**src/rtl/lh_spi_master.sv**
```systemverilog
// SPI mode-0 master that reads one frame of NUM_LH_SENSORS*4 32-bit words from the
// lighthouse front end and hands each word out over a WORD_VALID/WORD_READY interface.
module lh_spi_master #(
  parameter int NUM_LH_SENSORS = 3,
  parameter int HALF_PERIOD    = 8,
  parameter int SETUP_CYCLES   = 16,
  parameter int HOLD_CYCLES    = 48
) (
  input  logic                                 CLK,
  input  logic                                 RST_N,
  input  logic                                 START,
  output logic                                 BUSY,
  output logic                                 DONE,
  output logic                                 SSEL,
  output logic                                 SCLK,
  output logic                                 MOSI,
  input  logic                                 MISO,
  output logic [31:0]                          WORD_DATA,
  output logic [$clog2(NUM_LH_SENSORS*4)-1:0]  WORD_INDEX,
  output logic                                 WORD_VALID,
  input  logic                                 WORD_READY
);

  localparam int NUM_WORDS = NUM_LH_SENSORS * 4;
  localparam int IDX_W     = $clog2(NUM_WORDS);
  localparam int DIV_W     = $clog2(HALF_PERIOD);
  localparam int PHASE_MAX = (SETUP_CYCLES > HOLD_CYCLES) ? SETUP_CYCLES : HOLD_CYCLES;
  localparam int PHASE_W   = $clog2(PHASE_MAX);

  typedef enum logic [2:0] {IDLE, SETUP, SHIFT, STALL, TRAIL, FINISH} state_t;

  state_t             state, state_next;
  logic [PHASE_W-1:0] phase_cnt;
  logic [DIV_W-1:0]   div_cnt;
  logic [4:0]         bit_cnt;
  logic [IDX_W-1:0]   word_cnt;
  logic [31:0]        shift_reg;
  logic [1:0]         miso_sync;
  logic [1:0]         sample_dly;
  logic               word_full;

  logic div_tc;
  logic sclk_rise;
  logic sclk_fall;
  logic out_free;
  logic last_word;
  logic load_word;

  assign div_tc    = (div_cnt == DIV_W'(HALF_PERIOD - 1));
  assign sclk_rise = (state == SHIFT) && div_tc && !SCLK;
  assign sclk_fall = (state == SHIFT) && div_tc && SCLK;
  assign out_free  = !WORD_VALID || WORD_READY;
  assign last_word = (word_cnt == IDX_W'(NUM_WORDS - 1));
  // A finished word moves to the output register on its closing SCLK fall, or later out of STALL.
  assign load_word = (sclk_fall && word_full && out_free) || ((state == STALL) && out_free);

  always_ff @(posedge CLK or negedge RST_N) begin
    if (!RST_N) state <= IDLE;
    else        state <= state_next;
  end

  always_comb begin
    state_next = state;
    case (state)
      IDLE:   if (START) state_next = SETUP;
      SETUP:  if (phase_cnt == PHASE_W'(SETUP_CYCLES - 2)) state_next = SHIFT;
      SHIFT: begin
        if (sclk_fall && word_full) begin
          if (!out_free)      state_next = STALL;
          else if (last_word) state_next = TRAIL;
        end
      end
      STALL:  if (out_free) state_next = last_word ? TRAIL : SHIFT;
      TRAIL:  if (phase_cnt == PHASE_W'(HOLD_CYCLES - 1)) state_next = FINISH;
      FINISH: if (!WORD_VALID) state_next = IDLE;
      default: state_next = IDLE;
    endcase
  end

  // SETUP ends one cycle early with the divider preloaded so the first rise lands on SETUP_CYCLES.
  always_ff @(posedge CLK or negedge RST_N) begin
    if (!RST_N) begin
      phase_cnt <= '0;
      div_cnt   <= '0;
      SCLK      <= 1'b0;
    end else begin
      if (state_next != state)
        phase_cnt <= '0;
      else if ((state == SETUP) || (state == TRAIL))
        phase_cnt <= phase_cnt + PHASE_W'(1);

      if ((state == SETUP) && (state_next == SHIFT))
        div_cnt <= DIV_W'(HALF_PERIOD - 1);
      else if (state == SHIFT)
        div_cnt <= div_tc ? '0 : div_cnt + DIV_W'(1);

      if ((state == SHIFT) && div_tc)
        SCLK <= !SCLK;
    end
  end

  always_ff @(posedge CLK or negedge RST_N) begin
    if (!RST_N) begin
      miso_sync  <= '0;
      sample_dly <= '0;
      shift_reg  <= '0;
      bit_cnt    <= '0;
      word_full  <= 1'b0;
    end else begin
      miso_sync  <= {miso_sync[0], MISO};
      sample_dly <= {sample_dly[0], sclk_rise};
      if ((state == IDLE) && START) begin
        bit_cnt   <= '0;
        word_full <= 1'b0;
      end else begin
        if (sample_dly[1]) begin
          shift_reg <= {shift_reg[30:0], miso_sync[1]};
          bit_cnt   <= bit_cnt + 5'd1;
          if (bit_cnt == 5'd31) word_full <= 1'b1;
        end
        if (load_word) word_full <= 1'b0;
      end
    end
  end

  always_ff @(posedge CLK or negedge RST_N) begin
    if (!RST_N) begin
      WORD_DATA  <= '0;
      WORD_INDEX <= '0;
      WORD_VALID <= 1'b0;
      word_cnt   <= '0;
    end else begin
      if ((state == IDLE) && START)
        word_cnt <= '0;
      if (load_word) begin
        WORD_DATA  <= shift_reg;
        WORD_INDEX <= word_cnt;
        WORD_VALID <= 1'b1;
        word_cnt   <= word_cnt + IDX_W'(1);
      end else if (WORD_VALID && WORD_READY) begin
        WORD_VALID <= 1'b0;
      end
    end
  end

  // Frame-level outputs are registered from the next state so they change with the transition.
  always_ff @(posedge CLK or negedge RST_N) begin
    if (!RST_N) begin
      SSEL <= 1'b1;
      MOSI <= 1'b0;
      BUSY <= 1'b0;
      DONE <= 1'b0;
    end else begin
      SSEL <= (state_next == IDLE) || (state_next == FINISH);
      MOSI <= !((state_next == IDLE) || (state_next == FINISH));
      BUSY <= (state_next != IDLE);
      DONE <= (state == FINISH) && (state_next == IDLE);
    end
  end

endmodule

```
**config.mk**
```make
export PLATFORM = sky130hd
export DESIGN_NAME = lh_spi_master
export DESIGN_NICKNAME = d
export VERILOG_FILES = /design/src/rtl/lh_spi_master.sv
export SDC_FILE = /design/constraint.sdc
export NUM_CORES = 1
export LEC_CHECK = 0
export CORE_AREA = 2 2 94 96
export CTS_BUF_LIST = sky130_fd_sc_hd__clkbuf_4 sky130_fd_sc_hd__clkbuf_8
export DETAILED_ROUTE_END_ITERATION = 6
export DIE_AREA = 0 0 96 98
export MAX_ROUTING_LAYER = met4
export PLACE_DENSITY = 0.78
export SLEW_MARGIN = 20
export SYNTH_ARGS = -nofsm -noshare
export SYNTH_HDL_FRONTEND = slang
export SYNTH_SLANG_ARGS = --single-unit
```
**constraint.sdc**
```tcl
create_clock -name CLK -period 5.2 [get_ports CLK]
set_input_delay 1.56 -clock CLK [delete_from_list [all_inputs] [get_ports CLK]]
set_output_delay 1.56 -clock CLK [all_outputs]
set_load 0.01 [all_outputs]
```
After elaboration in Yosys (flattened, before gate mapping)
Cells that the tools add are included.

storage, ports and cells
  output and inout bits = 42
  register bits after elaboration = 100
  memory bits (writable) = 0
  logic and storage cells = 89
  memories kept = 0
  bits in latches = 0
  bits of input ports = 5
  memory bits (read-only) = 0

cells by class
  eq/ne operators = 13
  $add $sub $neg = 4
  bitwise gates (word level) = 1
  divide/modulo/power cells = 0
  reductions and logical operators = 29
  muxes and demuxes = 25
  shift-type cells = 0
  magnitude comparators = 0
  $mul = 0

operators with widths
  kind                 number
  $mux 3               12
  $pmux 3 s6           1
  $eq 3x3->1 const B   4
  $mux 6               2
  $logic_and 1x1->1    10
  $mux 5               2
  $reduce_bool 2->1    5
  $eq 3x2->1 const B   3
  $reduce_bool 3->1    3
  $mux 4               2
  $add 6x1->6 const B  1
  $eq 6x4->1 const B   1
  $eq 6x6->1 const B   1
  $logic_not 3->1      2
  $mux 1               6
  $add 5x1->5 const B  1
  $eq 5x5->1 const B   1
  $add 4x1->4 const B  1
  $eq 4x4->1 const B   1
  $logic_or 1x1->1     4
  $reduce_and 2->1     2
  $add 3x1->3 const B  1
  $eq 3x1->1 const B   1
  $logic_not 1->1      3
  2 further kinds      2

Longest topological paths before layout
Gate-level depths: netlist of run 1.

  depth in word-level cells = 9
  mapped depth = 9
  depth with buffers taken out = 7

Least setup slack after synthesis of run 1
Ideal clock, no wire load.

  path kind = input -> register
  start point = in WORD_READY
  end point = reg phase_cnt[1]
  path buffers = 0
  library setup time = 87 ps
  stages = 5
  slack = 2392 ps
  data required time = 5113 ps
  arrival time = 2721 ps
  cell sequence = nand2b_1 > or3_1 > o221ai_2 > mux2_4 > a211oi_2

between the ends
  word-level cells in the longest chain between the ends = 6
  elaborated cells on any way between the ends = 8
  classes of those cells = 1 x eq/ne; 5 x mux; 2 x reduce/logical

ends and longest elaborated chain
  what                                                RTL line  source
  start: declaration                                  21        input logic WORD_READY
  $logic_or 1x1->1 (*)                                52        assign out_free = !WORD_VALID || WORD_READY;
  $mux 3                                              69        if (!out_free) state_next = STALL;
  $mux 3                                              68        if (sclk_fall && word_full) begin
  $pmux 3 s6 (*)                                      64        case (state)
  net state_next[0]                                   32        state_t state, state_next;
  $ne 3x3->1 (*)                                      87        if (state_next != state)
  $mux 6 / $reduce_bool 2->1 (equally long branches)  n/a
  end signal: assignment                              90        phase_cnt <= phase_cnt + PHASE_W'(1);
  end: declaration                                    33        logic [PHASE_W-1:0] phase_cnt;

The timed path passes the listed nets; every way through them passes the cells marked *.
A chain may end at the register's enable or synchronous reset.

Worst setup path in the final report of run 1
  start point = in WORD_READY
  end point = reg word_cnt[2]

between the ends
  word-level cells in the longest chain between the ends = 4
  elaborated cells on any way between the ends = 6
  classes of those cells = 1 x mux; 5 x reduce/logical

ends and longest elaborated chain
  what                                                RTL line  source
  $logic_or 1x1->1 (*)                                52
  $logic_and 1x1->1                                   55        assign load_word = (sclk_fall && word_full && out_free) || ((state == STALL) && out_free);
  $logic_or 1x1->1 (*)                                55
  $mux 4 / $reduce_bool 2->1 (equally long branches)  n/a
  end signal: assignment                              139       word_cnt <= word_cnt + IDX_W'(1);
  end: declaration                                    36        logic [IDX_W-1:0] word_cnt;

Every way passes the cells marked *; elsewhere a longest branch is shown, timed or not.

==> flow_summary.yaml, run 1 <==
outcome:
  status: "completed"
cts:
  cts_tree: "done"
  cts-hold-fix-buffers: 0
  clk_pin_slew_ns: 0.10
  post-cts-setup-buffers: 0
  h-tree-depth: 3
  clk_latency_ns: 0.36
  numCtsBuffers: 9
  ctsLongestPathBuffers: 2
  cts_root_buf: "clkbuf_8"
  cts-resized-gates: 0
  clkSinkCount: 100
pwr:
  powerDensity_nw_per_um2: 393
  p_sw_share_pct: 33.0
  p_int_mw: 1.28
  peakVddDrop_mv: 0.158
  switching_power_mw: 0.631
  p_leak_nw: 2.43
  p_comb_share_pct: 24.6
  power_frac_seq_pct: 49.5
  power.share.clock_pct: 25.9
global_routing:
  grt_max_degree: 54
  grt_pass1_vias: 2856
  grt_pass1_wl_um: 13200
  grt_antenna_before_repair: 0
  grtUsageTotal_pct: 18.3
  gr-total-overflow: 0
min_path:
  hp-class: "flip-flop to flip-flop"
setup_path:
  critPathRequiredTime_ns: 5.45
  end_kind: "flip-flop"
  start_kind: "primary input"
  worst-endpoint-arrival_ns: 3.44
  cp_cell_sequence: "clkdlybuf4s50_1 -> nand2b_1 -> nor3b_4 -> buf_4 -> or2_2 -> o21ai_0 -> a22o_1"
  crit_fanout: 42
  slowest_stage: "clkdlybuf4s50_1"
  ff2ff_setup_slack_ns: 3.00
  slowest_delay_ns: 0.46
  crit_type: "primary input to flip-flop"
placement:
  port-buffer-count: 46
  pre_cts_ws_ns: 1.63
  dp.final_hpwl_um: 4970
  place.gp.congestion: 0.886
  dpl_cell_area_um2: 4670
layout:
  final_cell_mix: "nand2_1 (124), dfrtp_1 (99), clkdlybuf4s50_1 (45)"
  layout_commonest_cell: "nand2_1"
  syn_to_final_growth_pct: 18.1
  stdcell_area_um2: 4860
  drive_gt1_share_pct: 15.8
  nets: 430
  diodes: 0
yosys:
  yosys_warnings: 0
  postSynthCellCount: 373
  ys_ff_latch: 100
  avgSynthCellArea_um2: 11.0
  seq_area_frac_synth_pct: 60.8
  synth-async-reset-ratio_pct: 100
  syn_nets: 385
  synth_cell_types: 46
  synth_top_flop_cell: "dfrtp_1"
  synth_edf_count: 0
  synthesis.area_um2: 4120
sta:
  grt_setup_unrepaired: "false"
  fin_ws_ns: 2.01
  worst_pin_slew_ns: 0.654
  period_minus_slack_ns: 3.19
  setup_viol: 0
  drv_slew: 0
  clock_skew_ns: 0.0138
  finalSetupTns_ns: 0
  whs_ns: 0.355
  fmax_mhz: 313
  finalCritPeriodShare_pct: 61.4
  max_slew_margin_pct: 56.4
  finalHoldViolCount: 0
route:
  detail_route.iter0.violations: 127
  avgRoutedWirePerCell_um: 14.1
  viasPerCell: 5.05
  totalWireLength_um: 7500
  drtAntennaViolNets: 0
  vias: 2681
  drc: 0
  dr.pass1.iters: 4
floorplan:
  dieArea_um2: 9410
  pin_count: 47
  core_area_um2: 8470
  fp.dieW_um: 96
  start_util_pct: 48.7
  rows: 34
  die_y_um: 98
flow_run:
  drv_cap: 0
-- layout make-up --
cell class	count	area [µm²]
tap	108	135
sequential	100	2500
inverter	4	15.0
multi-input combinational	254	1530
clock buffer	9	124
timing repair buffer	49	480
fill	699	3600
clock inverter	7	73.8
-- worst max-delay path, delay by kind of cell --
kind,cells,cell delay [ns]
AO/OA/AOI/OAI,2,0.28
buffers and inverters,2,0.86
AND/OR/NAND/NOR,3,0.74
-- cells by family after synthesis --
family | synth area share [%]
AO/OA/AOI/OAI | 4.22
adder cells (fa/ha/maj) | 2.13
multiplexers | 9.84
XOR/XNOR | 1.91
buffers and inverters | 2.19
AND/OR/NAND/NOR | 18.9
flip-flops | 60.8
-- layer usage --
layer  share of wire [%]  up-vias  GRT usage, %
li1                    -     1308             -
met1                  45     1327          23.9
met2                  51       37          28.8
met3                 2.3        9          3.24
met4                 1.2        0          6.04
met5                   0        -             -
-- path summary, 6_finish.rpt --
kind,startpoint,to,cells past startpoint
min in group asynchronous,RST_N,MOSI,1
worst min-delay path,miso_sync[0],miso_sync[1],0
max in group asynchronous,RST_N,shift_reg[25],2
worst max register to register,div_cnt[0],word_cnt[2],7
worst min register to register,miso_sync[0],miso_sync[1],0
worst max-delay path,WORD_READY,word_cnt[2],7
-- synth_stat cells (2+ instances only) --
cell / count / area share [%]
o21ai_0: 8 / 0.97
dfrtp_1: 99 / 60
mux2i_1: 3 / 0.73
nand2_1: 124 / 11
mux2_2: 32 / 8.7
xor2_1: 5 / 1.1
nand3b_1: 3 / 0.55
nand4_1: 5 / 0.76
nor3_1: 3 / 0.36
buf_2: 6 / 0.73
xnor2_1: 4 / 0.85
nand2b_1: 4 / 0.61
inv_1: 4 / 0.36
a21oi_1: 6 / 0.73
nor2_1: 21 / 1.9
ha_1: 7 / 2.1
a22o_1: 2 / 0.43
clkbuf_1: 7 / 0.64
nand3_1: 2 / 0.24
nor2b_1: 2 / 0.30
-- metrics by stage --
step | total power, mW | util [%] | instances
2_1_floorplan | 1.28 | - | 373
3_3_place_gp | 1.41 | 55.1 | 515
3_5_place_dp | 1.44 | 55.1 | 515
4_1_cts | 1.93 | 57.5 | 531
5_1_grt | 2.03 | 57.5 | 531
6_report | 1.91 | 57.5 | 531
-- power by group through the flow --
stage          combinational [mW]  sequential [mW]  clock [mW]
6_report                    0.471            0.946       0.494
5_1_grt                     0.537            0.960       0.537
4_1_cts                     0.481            0.945       0.504
3_5_place_dp                0.476            0.960           0
3_3_place_gp                0.457            0.954           0
2_1_floorplan               0.346            0.938           0
(Power assumes the default switching activity.)
==> inputs of run 2 (changes only) <==
--- a/config.mk
+++ b/config.mk
@@ -10,7 +10,7 @@
 export DETAILED_ROUTE_END_ITERATION = 6
 export DIE_AREA = 0 0 96 98
 export MAX_ROUTING_LAYER = met4
-export PLACE_DENSITY = 0.78
+export PLACE_DENSITY = 0.81
 export SLEW_MARGIN = 20
 export SYNTH_ARGS = -nofsm -noshare
 export SYNTH_HDL_FRONTEND = slang
==> constraint.sdc (replaced) <==
create_clock -name CLK -period 2.6 [get_ports CLK]
set_input_delay 0.78 -clock CLK [delete_from_list [all_inputs] [get_ports CLK]]
set_output_delay 0.78 -clock CLK [all_outputs]
set_load 0.01 [all_outputs]
==> run 2 against run 1 <==
Compared with the run above: flip-flop and latch count is the same; first-iteration DRC count grew 4.7%; combinational power grew 110%; die area is the same; non-clock buffer count grew 6; sequential share of layout area shrank 0.77 points; core utilization grew 0.87 points; register-to-register slack lost 2.6 ns; clock-buffer cell count is the same; worst hold slack gained 0.0033 ns; global-route usage shrank 0.24 points; critical endpoint is now SSEL.
==> flow_summary.yaml, run 2 (synthesis results as in run 1) <==
sta:
  max_slew_margin_pct: 62.3
  drv_slew: 0
  finalCritPeriodShare_pct: 84.4
  clock_skew_ns: 0.0129
  finalHoldViolCount: 0
  finalSetupTns_ns: 0
  grt_setup_unrepaired: "false"
  fmax_mhz: 456
  setup_viol: 0
  worst_pin_slew_ns: 0.566
  period_minus_slack_ns: 2.19
setup_path:
  start_kind: "flip-flop"
  slowest_delay_ns: 0.53
  worst-endpoint-arrival_ns: 1.41
  critPathRequiredTime_ns: 1.82
  cp_top_family: "flip-flops"
  critPathBufInv: 1
  slowest_stage: "dfstp_2"
  cp_cell_sequence: "clkdlybuf4s50_1"
  crit_type: "flip-flop to primary output"
  crit_fanout: 1
  end_kind: "primary output"
route:
  avgRoutedWirePerCell_um: 13.7
  drc: 0
  totalWireLength_um: 7340
  viasPerCell: 5.08
  vias: 2726
  dr.pass1.iters: 6
  drtAntennaViolNets: 0
  detail_route.iter0.violations: 133
layout:
  finalNonFillerCells: 537
  drive_gt1_share_pct: 17.0
  multiInputGateArea_um2: 1530
  layout_commonest_cell: "nand2_1"
  seq_area_um2: 2500
  syn_to_final_growth_pct: 19.9
  nFillCells: 694
  nets: 436
  final_cell_mix: "nand2_1 (124), dfrtp_1 (99), clkdlybuf4s50_1 (45)"
  diodes: 0
floorplan:
  pin_count: 47
  die_y_um: 98
  dieArea_um2: 9410
  fp.dieW_um: 96
  rows: 34
  start_util_pct: 48.7
  core_area_um2: 8470
cts:
  h-tree-depth: 3
  cts-resized-gates: 0
  clk_pin_slew_ns: 0.11
  post-cts-setup-buffers: 0
  cts_tree: "done"
  numCtsBuffers: 9
  clk_latency_ns: 0.37
  cts_root_buf: "clkbuf_8"
  ctsLongestPathBuffers: 2
  clkSinkCount: 100
  cts-hold-fix-buffers: 0
pwr:
  powerDensity_nw_per_um2: 778
  peakVddDrop_mv: 0.381
  p_leak_nw: 2.47
placement:
  dp_cells: 521
  dp.final_hpwl_um: 5140
  port-buffer-count: 46
  place.gp.congestion: 0.801
min_path:
  hp-class: "primary input to asynchronous set/reset pin"
global_routing:
  grt_pass1_vias: 2843
  grt_max_degree: 42
  grt_pass1_wl_um: 13000
  grtUsageTotal_pct: 18.0
  gr-total-overflow: 0
  grt_antenna_before_repair: 0
flow_run:
  drv_cap: 0
outcome:
  status: "completed"
[run 2: cell types whose count changed in the layout (fill, tap and decap cells not counted), moves of 2 or more]
cell      delta
buf_12       +2
buf_4        +4
clkinv_8     +2
inv_8        +2
[run 2: worst paths after layout]
path	start	slack, ns	endpoint	depth (start not counted)
setup / recovery	SSEL	0.41	SSEL	1
hold / removal	RST_N	0.36	BUSY	1
setup reg to reg	div_cnt[0]	0.44	WORD_DATA[15]	8
hold reg to reg	miso_sync[0]	0.36	miso_sync[1]	0
max in group asynchronous	RST_N	1.55	shift_reg[25]	2
min in group CLK	miso_sync[0]	0.36	miso_sync[1]	0
[run 2: layout make-up]
cell class / count / share of cell area, %
timing repair buffer: 55 / 11.1
tap: 108 / 2.74
inverter: 4 / 0.304
multi-input combinational: 254 / 31.0
clock buffer: 9 / 2.51
clock inverter: 7 / 1.57
sequential: 100 / 50.7
[run 2: routing by layer]
layer  routed length [µm]  track usage (%)
met1                 3370             23.1
met2                 3650             29.0
met3                  229             3.24
met4                   87             5.93
met5                    0                -
[run 2: through the flow]
stage                     cell area, µm²  utilization, %  hold slack, ns  total power [mW]  setup slack [ns]
after floorplan                     4120               -           0.331              2.57             0.572
after detailed placement            4740            56.0           0.337              2.91             0.164
after CTS                           4940            58.3           0.360              3.88             0.385
after global placement              4740            56.0           0.333              2.85             0.224
after global routing                4940            58.3           0.384              4.09             0.253
final                               4940            58.3           0.358              3.84             0.406
[run 2: power by group]
part | leakage (nW) | switching, mW | internal, mW | total (mW)
sequential | 1.35 | 0.181 | 1.71 | 1.89
combinational | 1.01 | 0.556 | 0.426 | 0.982
clock | 0.103 | 0.586 | 0.381 | 0.967
==> inputs of run 3 (changes only) <==
==> constraint.sdc (replaced) <==
create_clock -name CLK -period 1.95 [get_ports CLK]
set_input_delay 0.585 -clock CLK [delete_from_list [all_inputs] [get_ports CLK]]
set_output_delay 0.585 -clock CLK [all_outputs]
set_load 0.01 [all_outputs]
==> run 3 against run 2 <==
Compared with the run above: global-route usage is 0.15 points lower; critical path depth is 6 higher; wire length is 0.80% higher; sequential power is 30% higher; register-to-register slack worse by 0.38 ns; die area stayed put; worst hold slack worse by 0.20 ns; non-clock buffer count is 10 higher; largest power group unchanged; core utilization is 1.3 points higher.
==> flow_summary.yaml, run 3 (synthesis results as in run 1) <==
route:
  drtAntennaViolNets: 0
  totalWireLength_um: 7400
  detail_route.iter0.violations: 89
  dr.pass1.iters: 5
  drc: 0
  viasPerCell: 5.06
  vias: 2770
  avgRoutedWirePerCell_um: 13.5
sta:
  setup_viol: 0
  period_minus_slack_ns: 1.89
  max_slew_margin_pct: 68.8
  finalHoldViolCount: 0
  finalSetupTns_ns: 0
  finalCritPeriodShare_pct: 96.9
  worst_pin_slew_ns: 0.466
  whs_ns: 0.159
  fmax_mhz: 529
  grt_setup_unrepaired: "true"
  clock_skew_ns: 0.00987
  fin_ws_ns: 0.0605
  drv_slew: 0
outcome:
  status: "completed"
global_routing:
  grt_pass1_wl_um: 12800
  gr-total-overflow: 0
  grt_antenna_before_repair: 0
  grtUsageTotal_pct: 17.9
  grt_pass1_vias: 2791
  grt_max_degree: 56
layout:
  syn_to_final_growth_pct: 22.5
  finalNonFillerCells: 547
  final_cell_mix: "nand2_1 (124), dfrtp_1 (98), clkdlybuf4s50_1 (44)"
  stdcell_area_um2: 5050
  final_core_util_pct: 59.6
  layout_commonest_cell: "nand2_1"
  diodes: 0
  nets: 446
  drive_gt1_share_pct: 19.4
  nFillCells: 689
placement:
  pre_cts_ws_ns: -0.282
  dpl_cell_area_um2: 4810
  dp.final_hpwl_um: 4930
  place.gp.congestion: 0.789
  port-buffer-count: 46
  dp_cells: 527
pwr:
  fin_total_pwr_mw: 5.37
  p_leak_nw: 2.54
  powerDensity_nw_per_um2: 1060
  peakVddDrop_mv: 0.464
floorplan:
  start_util_pct: 48.7
  core_area_um2: 8470
  dieArea_um2: 9410
  rows: 34
  pin_count: 47
  die_y_um: 98
  fp.dieW_um: 96
cts:
  ctsLongestPathBuffers: 2
  clk_pin_slew_ns: 0.10
  clkSinkCount: 100
  cts-hold-fix-buffers: 0
  cts_root_buf: "clkbuf_8"
  h-tree-depth: 3
  cts_tree: "done"
  numCtsBuffers: 9
  clk_latency_ns: 0.36
setup_path:
  worst-endpoint-arrival_ns: 2.16
  end_kind: "flip-flop"
  ff2ff_setup_slack_ns: 0.06
  start_kind: "flip-flop"
  crit_type: "flip-flop to flip-flop"
  crit_fanout: 6
  critPathRequiredTime_ns: 2.22
min_path:
  hp-class: "primary input to asynchronous set/reset pin"
flow_run:
  drv_cap: 0
==> run 3: where the power goes <==
group | total, mW | switching, mW | internal, mW | leakage, nW
Sequential | 2.45 | 0.171 | 2.28 | 1.35
Clock | 1.35 | 0.736 | 0.616 | 0.106
Combinational | 1.56 | 0.848 | 0.715 | 1.08
Total | 5.37 | 1.76 | 3.61 | 2.54
==> run 3: final cells by class <==
class,count,area [µm²],share of cell area (%)
clock inverter,7,85.1,1.69
timing repair buffer,65,649,12.9
tap,108,135,2.68
inverter,4,15.0,0.297
clock buffer,9,124,2.45
multi-input combinational,254,1540,30.4
sequential,100,2500,49.6
==> run 3: path summary, 6_finish.rpt <==
kind,start,end,cells after the start
max,div_cnt[0],phase_cnt[1],7
min,RST_N,WORD_INDEX[2],1
max reg2reg,div_cnt[0],phase_cnt[1],7
min reg2reg,sample_dly[0],sample_dly[1],0
max in group asynchronous,RST_N,shift_reg[16],2
min in group CLK,sample_dly[0],sample_dly[1],0
==> run 3: worst max-delay path: stages (launching register included) <==
cell	delay, ns
dfrtp_1	0.36
ha_1	0.16
ha_2	0.19
a31oi_2	0.09
or3_1	0.38
o221ai_2	0.11
mux2_4	0.37
a211oi_2	0.16
==> run 3: per-layer routing <==
layer  GRT usage (%)  part of all wire [%]  up-vias
met5               -                     0        -
met4            4.73                  0.32        0
met3            3.78                   3.6        2
met2            29.0                    51       61
met1            22.8                    45     1368
li1                -                     -     1339
==> run 3: what timing repair did <==
item / in CTS / in global routing
pin swaps: 0 / 2
gates resized for setup: 2 / 1
endpoints found under the setup margin: 2 / 35
setup buffers: 0 / 4
